<file path="config.mk">
export PLATFORM = sky130hd
export DESIGN_NAME = pwm_duty_meter
export DESIGN_NICKNAME = d
export VERILOG_FILES = /design/src/rtl/pwm_meas_pkg.sv /design/src/rtl/seq_restoring_div.sv /design/src/rtl/pwm_duty_meter.sv
export SDC_FILE = /design/constraint.sdc
export NUM_CORES = 1
export LEC_CHECK = 0
export CORE_ASPECT_RATIO = 1.2
export CORE_UTILIZATION = 37
export CTS_BUF_LIST = sky130_fd_sc_hd__clkbuf_4
export CTS_CLUSTER_DIAMETER = 30
export DETAILED_ROUTE_END_ITERATION = 16
export PLACE_DENSITY = 0.56
export SYNTH_ARGS = -nofsm -noshare
export SYNTH_HDL_FRONTEND = slang
export SYNTH_SLANG_ARGS = --single-unit
export TNS_END_PERCENT = 10
</file>
<file path="constraint.sdc">
create_clock -name clk -period 15.5 [get_ports clk]
set_input_delay 3.1 -clock clk [delete_from_list [all_inputs] [get_ports clk]]
set_output_delay 3.1 -clock clk [all_outputs]
set_load 0.05 [all_outputs]
</file>
<file path="src/rtl/pwm_meas_pkg.sv">
// Shared types and constants for the PWM duty measurement path.
package pwm_meas_pkg;

  localparam int DUTY_W = 8;

  typedef enum logic [1:0] {
    IDLE = 2'd0,
    HIGH = 2'd1,
    LOW  = 2'd2
  } meas_state_e;

endpackage

</file>
<file path="src/rtl/seq_restoring_div.sv">
// Sequential restoring divider: one quotient bit per cycle after a single load cycle.
// Assumes the upper DEN_W numerator bits are already smaller than the denominator.
module seq_restoring_div #(
  parameter int NUM_W = 32,
  parameter int DEN_W = 24,
  parameter int Q_W   = 8
) (
  input  logic             clk,
  input  logic             rst,
  input  logic             start,
  input  logic             abort,
  input  logic [NUM_W-1:0] num,
  input  logic [DEN_W-1:0] den,
  output logic             busy,
  output logic             done,
  output logic [Q_W-1:0]   quot
);

  localparam int IT_W = $clog2(Q_W + 1);

  logic [DEN_W-1:0] rem_r;
  logic [DEN_W-1:0] den_r;
  // Remaining dividend bits drain out of the top while quotient bits fill in at the bottom.
  logic [Q_W-1:0]   lq_r;
  logic [IT_W-1:0]  iter_r;
  logic             busy_r;

  logic [DEN_W:0]   rem_sh_s;
  logic [DEN_W:0]   diff_s;
  logic             ge_s;
  logic [DEN_W-1:0] rem_nx_s;
  logic [Q_W-1:0]   lq_nx_s;

  // One restoring step; the borrow bit of the trial subtraction decides the quotient bit.
  always_comb begin
    rem_sh_s = {rem_r, lq_r[Q_W-1]};
    diff_s   = rem_sh_s - {1'b0, den_r};
    ge_s     = ~diff_s[DEN_W];
    if (ge_s) begin
      rem_nx_s = diff_s[DEN_W-1:0];
    end else begin
      rem_nx_s = rem_sh_s[DEN_W-1:0];
    end
    lq_nx_s = {lq_r[Q_W-2:0], ge_s};
  end

  assign busy = busy_r;
  assign done = busy_r & (iter_r == IT_W'(1));
  assign quot = lq_nx_s;

  // Load on start, then iterate until the last quotient bit is produced.
  always_ff @(posedge clk or posedge rst) begin
    if (rst) begin
      rem_r  <= '0;
      den_r  <= '0;
      lq_r   <= '0;
      iter_r <= '0;
      busy_r <= 1'b0;
    end else if (abort) begin
      iter_r <= '0;
      busy_r <= 1'b0;
    end else if (start && !busy_r) begin
      rem_r  <= num[Q_W +: DEN_W];
      lq_r   <= num[Q_W-1:0];
      den_r  <= den;
      iter_r <= IT_W'(Q_W);
      busy_r <= 1'b1;
    end else if (busy_r) begin
      rem_r  <= rem_nx_s;
      lq_r   <= lq_nx_s;
      iter_r <= iter_r - IT_W'(1);
      if (iter_r == IT_W'(1)) begin
        busy_r <= 1'b0;
      end
    end
  end

endmodule

</file>
<file path="src/rtl/pwm_duty_meter.sv">
// Measures high time and period of an asynchronous PWM line and derives an 8-bit duty;
// flags a line that stops toggling.
module pwm_duty_meter
  import pwm_meas_pkg::*;
#(
  parameter int CNT_W          = 24,
  parameter int TIMEOUT_CYCLES = 1048576,
  parameter int SYNC_STAGES    = 2
) (
  input  logic              clk,
  input  logic              rst,
  input  logic              pwm_in,
  output logic [CNT_W-1:0]  high_cycles,
  output logic [CNT_W-1:0]  period_cycles,
  output logic [DUTY_W-1:0] duty,
  output logic              meas_valid,
  output logic              stuck,
  output logic              stuck_level,
  output logic              overrun
);

  localparam int              TO_W    = $clog2(TIMEOUT_CYCLES + 1);
  localparam logic [TO_W-1:0] TO_LAST = TO_W'(TIMEOUT_CYCLES - 1);
  localparam logic [TO_W-1:0] TO_END  = TO_W'(TIMEOUT_CYCLES);

  function automatic logic [CNT_W-1:0] sat_inc(input logic [CNT_W-1:0] v);
    return (&v) ? v : v + CNT_W'(1);
  endfunction

  logic [SYNC_STAGES-1:0] sync_r;
  logic                   s_d_r;
  logic                   s_s, rise_s, fall_s, to_fire_s;
  logic [TO_W-1:0]        to_cnt_r;
  meas_state_e            state_r, state_nx;
  logic [CNT_W-1:0]       per_cnt_r, hi_cnt_r, per_nx, hi_nx;
  logic [CNT_W-1:0]       hi_cap_r, per_cap_r;
  logic                   capture_s, div_start_s, div_busy_s, div_done_s;
  logic [DUTY_W-1:0]      div_quot_s;

  assign s_s       = sync_r[SYNC_STAGES-1];
  assign rise_s    = s_s & ~s_d_r;
  assign fall_s    = ~s_s & s_d_r;
  // An edge arriving on the very cycle the timeout would expire keeps the line alive.
  assign to_fire_s = ~rise_s & (to_cnt_r == TO_LAST);

  // Input synchroniser and edge-detect delay.
  always_ff @(posedge clk or posedge rst) begin
    if (rst) begin
      sync_r <= '0;
      s_d_r  <= 1'b0;
    end else begin
      sync_r <= {sync_r[SYNC_STAGES-2:0], pwm_in};
      s_d_r  <= s_s;
    end
  end

  // Cycles since the last rise; parks at the limit so the timeout fires only once.
  always_ff @(posedge clk or posedge rst) begin
    if (rst) begin
      to_cnt_r <= '0;
    end else if (rise_s) begin
      to_cnt_r <= '0;
    end else if (to_cnt_r != TO_END) begin
      to_cnt_r <= to_cnt_r + TO_W'(1);
    end
  end

  // Measurement FSM next state and counter updates.
  always_comb begin
    state_nx  = state_r;
    per_nx    = per_cnt_r;
    hi_nx     = hi_cnt_r;
    capture_s = 1'b0;
    if (to_fire_s) begin
      state_nx = IDLE;
    end else begin
      case (state_r)
        IDLE: begin
          if (rise_s) begin
            state_nx = HIGH;
            per_nx   = CNT_W'(1);
            hi_nx    = CNT_W'(1);
          end else begin
            state_nx = IDLE;
          end
        end
        HIGH: begin
          per_nx = sat_inc(per_cnt_r);
          if (fall_s) begin
            state_nx = LOW;
          end else begin
            hi_nx = sat_inc(hi_cnt_r);
          end
        end
        LOW: begin
          if (rise_s) begin
            capture_s = 1'b1;
            state_nx  = HIGH;
            per_nx    = CNT_W'(1);
            hi_nx     = CNT_W'(1);
          end else begin
            per_nx = sat_inc(per_cnt_r);
          end
        end
        default: begin
          state_nx = IDLE;
        end
      endcase
    end
  end

  // FSM state and live counters.
  always_ff @(posedge clk or posedge rst) begin
    if (rst) begin
      state_r   <= IDLE;
      per_cnt_r <= '0;
      hi_cnt_r  <= '0;
    end else begin
      state_r   <= state_nx;
      per_cnt_r <= per_nx;
      hi_cnt_r  <= hi_nx;
    end
  end

  assign div_start_s = capture_s & ~div_busy_s;

  // Hold the captured pair alongside its in-flight divide.
  always_ff @(posedge clk or posedge rst) begin
    if (rst) begin
      hi_cap_r  <= '0;
      per_cap_r <= '0;
    end else if (div_start_s) begin
      hi_cap_r  <= hi_cnt_r;
      per_cap_r <= per_cnt_r;
    end
  end

  seq_restoring_div #(
    .NUM_W(CNT_W + DUTY_W),
    .DEN_W(CNT_W),
    .Q_W  (DUTY_W)
  ) u_div (
    .clk  (clk),
    .rst  (rst),
    .start(div_start_s),
    .abort(to_fire_s),
    .num  ({hi_cnt_r, {DUTY_W{1'b0}}}),
    .den  (per_cnt_r),
    .busy (div_busy_s),
    .done (div_done_s),
    .quot (div_quot_s)
  );

  // Result registers; a timeout overrides a divide finishing in the same cycle.
  always_ff @(posedge clk or posedge rst) begin
    if (rst) begin
      high_cycles   <= '0;
      period_cycles <= '0;
      duty          <= '0;
      meas_valid    <= 1'b0;
      stuck         <= 1'b0;
      stuck_level   <= 1'b0;
      overrun       <= 1'b0;
    end else begin
      meas_valid <= 1'b0;
      overrun    <= capture_s & div_busy_s;
      if (to_fire_s) begin
        stuck         <= 1'b1;
        stuck_level   <= s_s;
        duty          <= s_s ? {DUTY_W{1'b1}} : {DUTY_W{1'b0}};
        high_cycles   <= '0;
        period_cycles <= '0;
        meas_valid    <= 1'b1;
      end else if (div_done_s) begin
        high_cycles   <= hi_cap_r;
        period_cycles <= per_cap_r;
        duty          <= div_quot_s;
        stuck         <= 1'b0;
        meas_valid    <= 1'b1;
      end
    end
  end

endmodule

</file>
**Word level (Yosys, flattened, before mapping)**

Cells that the tools add are included.

- Word-level logic and storage cells: 105
- Memories: 0
- Bits in latches: 0
- Input port bits: 3
- Memory bits (writable): 0
- Bits in read-only memories: 0
- Register bits after elaboration: 243

- Reduce and logical (&&, ||, !) cells: 17
- Muxes and demuxes: 40
- Div/mod/pow operators: 0
- Shifts and indexed selects: 0
- $lt $le $gt $ge: 0
- Equality and inequality tests: 11
- Add/subtract/negate cells: 5
- Multipliers: 0
- Bitwise operators: 12

Operators with widths:

| operator | count |
|---|---|
| 2-to-1 mux 24 bit | 12 |
| case mux 24 bit (3 select lines) | 1 |
| adder 24 x 1 -> 24 bit, second input constant | 2 |
| case mux 24 bit (2 select lines) | 1 |
| AND reduction 24 bit | 2 |
| 2-to-1 mux 21 bit | 2 |
| 2-to-1 mux 8 bit | 5 |
| subtractor 25 x 24 -> 25 bit | 1 |
| adder 21 x 1 -> 21 bit, second input constant | 1 |
| == test 21 x 20 -> 1 bit, second input constant | 1 |
| inequality test 21 bit, second input constant | 1 |
| 2-to-1 mux 1 bit | 12 |
| 2-to-1 mux 4 bit | 3 |
| nonzero test 2 bit | 4 |
| bitwise AND 1 bit | 6 |
| 2-to-1 mux 2 bit | 3 |
| inequality test 2 bit, second input constant | 3 |
| inequality test 3 bit, second input constant | 2 |
| NOT 1 bit | 6 |
| case mux 2 bit (3 select lines) | 1 |
| AND reduction 2 bit | 3 |
| nonzero test 3 bit | 2 |
| AND reduction 5 bit | 1 |
| == test 4 x 1 -> 1 bit, second input constant | 1 |
| 9 further kinds | 9 |

**Depth between registers and ports, before layout**

Gate-level depths: netlist (run 1).

- Depth in word-level cells: 9
- Mapped depth: 12
- Gate-level depth less buffers: 11

**By module**

From an unflattened synthesis (run 1), not the netlist that was laid out.

- Cell total of the unflattened synthesis: 1,287
- Area, all modules: 12,821.0 um^2

By module, submodules not included:

| module | area each (um^2) | sequential area each (um^2) | instances | cells each |
|---|---|---|---|---|
| pwm_duty_meter | 8,582.0 | 4,554.4 | 1 | 784 |
| seq_restoring_div | 4,239.1 | 1,526.5 | 1 | 503 |

**Worst setup path before layout (run 1)**

Ideal clock, no wire load.

- Path kind: flip-flop to output port
- Start point: register stuck
- End point: output port stuck
- Cell stages (with the launch flop): 1
- Data arrival time: 600 ps
- Data required time: 12,400 ps
- Setup slack: 11,800 ps
- Path through: dfrtp_1

RTL lines:

| what | RTL line | RTL |
|---|---|---|
| start, declared | pwm_duty_meter.sv:17 | `output logic stuck,` |
| start signal, assigned | pwm_duty_meter.sv:161 | `stuck <= 1'b0;` |
| start signal, assigned | pwm_duty_meter.sv:168 | `stuck <= 1'b1;` |
| start signal, assigned | pwm_duty_meter.sv:178 | `stuck <= 1'b0;` |

No word-level cell between the ends.

==> reports/results.tsv, run 1 <==
stage	metric	value	unit
status	status	completed	
drt	number of detailed-route iterations in the first pass	4	
logic_synthesis	post-synth top area share	0.504	
timing	Pins Over Slew Limit	0	
cts	Num CTS Buffers	69	
cts	post-cts sizing count	0	
global_route	vias in the first global route	9330	
placement	routability cong.	0.824	
power	Tot Pwr	0.00231	W
timing	Final WS setup	10.33	ns
setup_path	worst path cell trace	clkdlybuf4s50_1 > inv_8 > buf_4 > buf_4	
flow_run	max cap viols	0	
global_route	global route overflow	0	
logic_synthesis	Top FF cell, synth	dfrtp_1	
setup_path	WP data arrival	5.86	ns
power	Max VDD drop	0.0925	mV
cts	CTS Buffer Depth	3	
power	leakage power	6.35	nW
logic_synthesis	sequential area share after synthesis	0.504	
power	Clock power frac	0.256	
setup_path	most frequent cell on the critical path	buf_4	
placement	HPWL after DPL	19100	um
global_route	Tot GR Track Use	0.181	
logic_synthesis	#FFs+latches synth	243	
cells_and_area	Layout Nets	1365	
drt	routed len/inst	16.3	um
timing	setup violators final	0	
setup_path	critical path's largest stage delay	0.79	ns
placement	# port buffers	62	
logic_synthesis	Post-synth EDFFs	0	
cells_and_area	area grow syn2layout	15.3	%
setup_path	CP max FO	115	
cts	CTS H-Tree Depth	3	
timing	min Tclk post-route	5.17	ns
power	Logic pwr share	0.388	
timing	worst slew pin tran	1.07	ns
drt	Antenna Nets Post-Route	0	
floorplan	CORE AREA	32200	um2
drt	Remaining DRCs	0	
drt	routed via count	9156	
cells_and_area	commonest non-fill, non-tap cell in the layout	dfrtp_1	
cts	Root Driver	clkbuf_4	
logic_synthesis	Yosys cell types	74	
timing	fmax	193	MHz
drt	Initial DRC Count	426	
cts	# clock sinks	243	
drt	Total Wirelength	28900	um
logic_synthesis	syn_nets	1282	
setup_path	Worst Path Required	16.20	ns
logic_synthesis	synthesized area per cell	9.71	um2
timing	Max-Slew Margin vs Limit	0.287	
floorplan	# rows	72	
floorplan	Die ar.	33300	um2
power	fraction of power spent switching nets	0.393	
cts	# Post-CTS Setup Buffers	0	
logic_synthesis	Post-synth ARST share	1.00	
cts	clk_lat worst skew	0.71	ns
timing	Sum Neg Setup Slack	0	ns
cts	Worst-path clk slew	0.06	ns
logic_synthesis	YS warnings	0	
power	internal power	0.00140	W
setup_path	Crit Path Category	primary input to async pin	
cts	hold buffers post-CTS	0	
timing	final hold viol count	0	
power	Sw Pwr	0.000907	W
drt	average vias per placed instance	5.15	
logic_synthesis	Mapped Area	12100	um2
timing	Fin Hold WS	0.352	ns
setup_path	Setup crit end kind	async pin	
floorplan	Die Ht	200	um
setup_path	Buf+Inv Stages, Crit Path	4	
logic_synthesis	largest area contributor in the netlist	dfrtp_1	
cells_and_area	most frequent cells in the layout	243 x dfrtp_1, 201 x nand2_1, 147 x nor2_1, 98 x clkbuf_4, 63 x mux2i_1	
setup_path	Slowest-stage cell, CP	buf_4	
timing	RSZ-0062 raised after global routing	false	
floorplan	I/O Pins	63	
floorplan	initial core utilization	0.375	
global_route	largest net degree at the start of global routing	116	
timing	final worst path period share	0.334	
logic_synthesis	largest cells by area after synthesis	dfrtp_1 50%, nand2_1 6.3%, mux2i_1 5.2%, nor2_1 4.6%, ha_1 3.6%	
cts	CTS tree	done	
placement	DP Worst Slack	9.45	ns
power	pwr/cell area	166	nW/um2
setup_path	crit start category	primary input	
logic_synthesis	Syn Inst Count	1243	
global_route	initial antenna violation count	2	
setup_path	cell family with the largest share of critical-path delay	buffers and inverters	
worst_hold_path	Worst Hold Class	flop to flop	
floorplan	Die Span X	167	um
power	Flop pwr share	0.356	
cells_and_area	proportion of layout cells with a drive suffix above 1	0.111	
timing	Worst Skew	0.0501	ns
global_route	first-pass GRT wire length	48000	um
==> sequential cells by signal (all words and copies together) (netlist names) <==
name,cells
hi_cap_r,24
hi_cnt_r,24
high_cycles,24
per_cap_r,24
per_cnt_r,24
period_cycles,24
u_div.den_r,24
u_div.rem_r,24
to_cnt_r,21
duty,8
u_div.lq_r,8
u_div.iter_r,4
state_r,2
sync_r,2
meas_valid,1
overrun,1
s_d_r,1
stuck,1
stuck_level,1
u_div.busy,1
==> power by group through the flow <==
stage	registers [W]	clock network, W	logic, W
floorplan	0.000849	0	0.000651
global placement	0.000830	0	0.000879
detailed placement	0.000833	0	0.000892
CTS	0.000821	0.000617	0.000898
global route	0.000834	0.000648	0.000997
finish	0.000821	0.000591	0.000894
==> Yosys cell counts, types with 4 or more instances <==
cell type	count
dfrtp_1	243
nand2_1	201
nor2_1	148
mux2i_1	63
o21ai_0	57
a21oi_1	52
inv_1	42
xor2_1	40
xnor2_1	37
nand3_1	36
ha_1	35
clkbuf_1	31
nor3_1	21
buf_2	16
a21o_1	15
nand4_1	15
and3_1	13
or3_1	12
o31ai_1	11
nor2b_1	10
o22ai_1	10
and4_1	9
nand2b_1	9
a31oi_1	8
buf_1	8
a32o_1	7
and2_1	7
nand3_2	5
nand3b_1	5
nor4_1	5
nor4_4	4
o21a_1	4
==> path summary, 6_finish.rpt <==
check	startpoint	to	slack, ns	cells past startpoint
hold reg to reg	sync_r[0]	sync_r[1]	0.35	0
hold / removal	sync_r[0]	sync_r[1]	0.35	0
setup reg to reg	u_div.lq_r[7]	u_div.rem_r[11]	12.08	12
max in group clk	high_cycles[23]	high_cycles[23]	10.52	1
min in group asynchronous	rst	per_cnt_r[8]	2.94	2
setup / recovery	rst	hi_cap_r[10]	10.33	4
==> layout make-up <==
type                       count  area (um2)
fill                        3138       18300
sequential                   243        6080
multi-input combinational    898        5600
clock buffer                  98         736
timing repair buffer          71         688
tap                          407         509
inverter                      43         169
clock inverter                17         121
antenna                        2        5.00
==> metal layers <==
metal | global-route usage | wire length, um
met1 | 0.227 | 13000
met2 | 0.298 | 13700
met3 | 0.0373 | 1230
met4 | 0.0933 | 945
met5 | 0 | 0
==> cells by family after synthesis <==
logic type      Yosys count  share of synthesized area
mux                      64                     0.0532
fa+ha+maj                36                     0.0379
buf+inv                 102                     0.0353
xor+xnor                 78                     0.0582
compound gates          202                      0.108
simple gates            518                      0.204
flops                   243                      0.504
==> metrics by stage <==
step / std cells / instance area (um2) / util
after global placement: 1662 / 13000 / 0.406
after global routing: 1779 / 13900 / 0.433
after detailed placement: 1662 / 13000 / 0.406
after CTS: 1777 / 13900 / 0.432
after floorplan: 1243 / 12100 / -
final: 1779 / 13900 / 0.433
Power figures use the tool's default switching activity.
==> inputs of run 2 (changes only) <==
- PLACE_DENSITY: 0.56 -> 0.58
- clock period: 15.5 -> 4.7 ns (I/O delays scaled with it)
==> run 2 against run 1 <==
The flow now finishes with violations (DRC). Die area is the same. Critical path depth grew 8. Total power increased to 3.3 times the previous value. Clock skew decreased by 0.0062 ns. First-iteration DRC count is 4.9% lower. Via count up 1.3%. Setup slack worse by 9.1 ns. Sequential cell count stayed put. Clock-buffer cell count is 4 lower. Critical path type is now flop to flop. Largest power group unchanged.
==> reports/results.tsv, run 2 (same netlist as run 1, synthesis figures left out) <==
stage	metric	value	unit	change
status	status	complete, but fails checks		was completed
status	failing checks	DRC		
cells_and_area	# fillers	3170		was 3138
setup_path	WP data arrival	4.03	ns	was 5.86 ns
drt	Antenna Nets Post-Route	0		unchanged
floorplan	Die ar.	33300	um2	unchanged
drt	Total Wirelength	29500	um	was 28900 um
cts	post-cts sizing count	0		unchanged
floorplan	I/O Pins	63		unchanged
drt	routed via count	9274		was 9156
setup_path	Worst Path Required	5.30	ns	was 16.20 ns
placement	# port buffers	62		unchanged
cells_and_area	proportion of layout cells with a drive suffix above 1	0.114		was 0.111
placement	routability cong.	0.872		was 0.824
timing	Pins Over Slew Limit	0		unchanged
cts	CTS tree	done		unchanged
timing	Sum Neg Setup Slack	0	ns	unchanged
cells_and_area	most frequent cells in the layout	243 x dfrtp_1, 201 x nand2_1, 147 x nor2_1, 94 x clkbuf_4, 63 x mux2i_1		was 243 x dfrtp_1, 201 x nand2_1, 147 x nor2_1, 98 x clkbuf_4, 63 x mux2i_1
power	Max VDD drop	0.352	mV	was 0.0925 mV
cts	Num CTS Buffers	69		unchanged
cts	Root Driver	clkbuf_4		unchanged
floorplan	# rows	72		unchanged
floorplan	Die Span X	167	um	unchanged
global_route	largest net degree at the start of global routing	69		was 116
setup_path	Slowest-stage cell, CP	xnor2_2		was buf_4
global_route	first-pass GRT wire length	49000	um	was 48000 um
cells_and_area	area grow syn2layout	15.8	%	was 15.3%
setup_path	Setup crit end kind	flop		was async pin
setup_path	crit start category	flop		was primary input
power	pwr/cell area	541	nW/um2	was 166 nW/um2
timing	Max-Slew Margin vs Limit	0.251		was 0.287
drt	number of detailed-route iterations in the first pass	12		was 4
cts	CTS H-Tree Depth	3		unchanged
setup_path	most frequent cell on the critical path	a21o_1		was buf_4
power	Tot Pwr	0.00756	W	was 0.00231 W
drt	routed len/inst	16.5	um	was 16.3 um
cts	# Post-CTS Setup Buffers	0		unchanged
setup_path	CP max FO	11		was 115
flow_run	max cap viols	0		unchanged
global_route	Tot GR Track Use	0.183		was 0.181
global_route	vias in the first global route	9372		was 9330
cts	CTS Buffer Depth	3		unchanged
setup_path	worst path cell trace	inv_1 > ha_1 > fa_1 > nand2b_1 > a21o_1 > a21o_1 > a31oi_2 > a21oi_4 > xnor2_2 > buf_4 > nor3_1 > o31ai_1		was clkdlybuf4s50_1 > inv_8 > buf_4 > buf_4
setup_path	Buf+Inv Stages, Crit Path	2		was 4
global_route	initial antenna violation count	2		unchanged
drt	Initial DRC Count	405		was 426
global_route	global route overflow	0		unchanged
timing	worst slew pin tran	1.12	ns	was 1.07 ns
timing	min Tclk post-route	3.43	ns	
timing	final worst path period share	0.730		
floorplan	initial core utilization	0.375		unchanged
cts	# clock sinks	243		unchanged
timing	Worst Skew	0.0438	ns	was 0.0501 ns
timing	RSZ-0062 raised after global routing	false		unchanged
setup_path	Crit Path Category	flop to flop		was primary input to async pin
setup_path	critical path's largest stage delay	0.47	ns	was 0.79 ns
cts	hold buffers post-CTS	0		unchanged
floorplan	CORE AREA	32200	um2	unchanged
timing	setup violators final	0		unchanged
timing	final hold viol count	0		unchanged
cts	clk_lat worst skew	0.71	ns	about the same
placement	HPWL after DPL	20100	um	was 19100 um
cts	Worst-path clk slew	0.07	ns	was 0.06 ns
worst_hold_path	Worst Hold Class	flop to flop		unchanged
cells_and_area	commonest non-fill, non-tap cell in the layout	dfrtp_1		unchanged
power	leakage power	6.38	nW	was 6.35 nW
timing	fmax	292	MHz	
drt	Remaining DRCs	1		was 0
drt	average vias per placed instance	5.19		was 5.15
cells_and_area	Layout Nets	1371		was 1365
setup_path	cell family with the largest share of critical-path delay	compound AO/OA/AOI/OAI gates		was buffers and inverters
floorplan	Die Ht	200	um	unchanged
## run 2: metrics by stage
stage | cells | hold WS [ns] | worst slack [ns] | util | area [um2]
6_report | 1788 | 0.348 | 1.27 | 0.434 | 14000
5_1_grt | 1788 | 0.356 | 1.02 | 0.434 | 14000
4_1_cts | 1784 | 0.348 | 1.27 | 0.434 | 14000
3_5_place_dp | 1668 | 0.335 | 1.26 | 0.409 | 13100
3_3_place_gp | 1668 | 0.333 | 1.47 | 0.409 | 13100
2_1_floorplan | 1243 | 0.331 | 0.570 | - | 12100
## run 2: area by class of cell
class	count	area, um2	area share
clock inverters	22	116	0.00833
clock buffers	94	706	0.0505
flip-flops and latches	243	6080	0.435
diodes	4	10.0	0.000716
multi-input cells	898	5600	0.401
well taps	407	509	0.0364
inverters	43	165	0.0118
repair buffers	77	783	0.0561
## run 2: where the power goes
group / internal, W / switching (W) / leakage (nW) / total, W
clock network: 0.000981 / 0.000893 / 0.504 / 0.00187
registers: 0.00239 / 0.000327 / 3.28 / 0.00272
logic: 0.00117 / 0.00180 / 2.60 / 0.00297
## run 2: routing by layer
metal / global-route usage / up-vias / share of wire
li1: - / 4482 / -
met1: 0.229 / 4544 / 0.44
met2: 0.311 / 189 / 0.49
met3: 0.0347 / 59 / 0.043
met4: 0.0789 / 0 / 0.026
met5: 0 / - / 0
## run 2: worst paths after layout
check / to / cells after the start / slack, ns / start
max: u_div.rem_r[14] / 12 / 1.27 / u_div.lq_r[7]
min: sync_r[1] / 0 / 0.35 / sync_r[0]
max reg2reg: u_div.rem_r[14] / 12 / 1.27 / u_div.lq_r[7]
min reg2reg: sync_r[1] / 0 / 0.35 / sync_r[0]
max in group asynchronous: high_cycles[8] / 3 / 3.09 / rst
min in group asynchronous: per_cnt_r[2] / 2 / 0.75 / rst
## run 2: worst register-to-register path: stages, from the launching register on
cell and delay [ns]:
dfrtp_1 0.35, inv_1 0.07, ha_1 0.22, fa_1 0.40, nand2b_1 0.18, a21o_1 0.18, a21o_1 0.21, a31oi_2 0.38
a21oi_4 0.19, xnor2_2 0.47, buf_4 0.31, nor3_1 0.08, o31ai_1 0.31
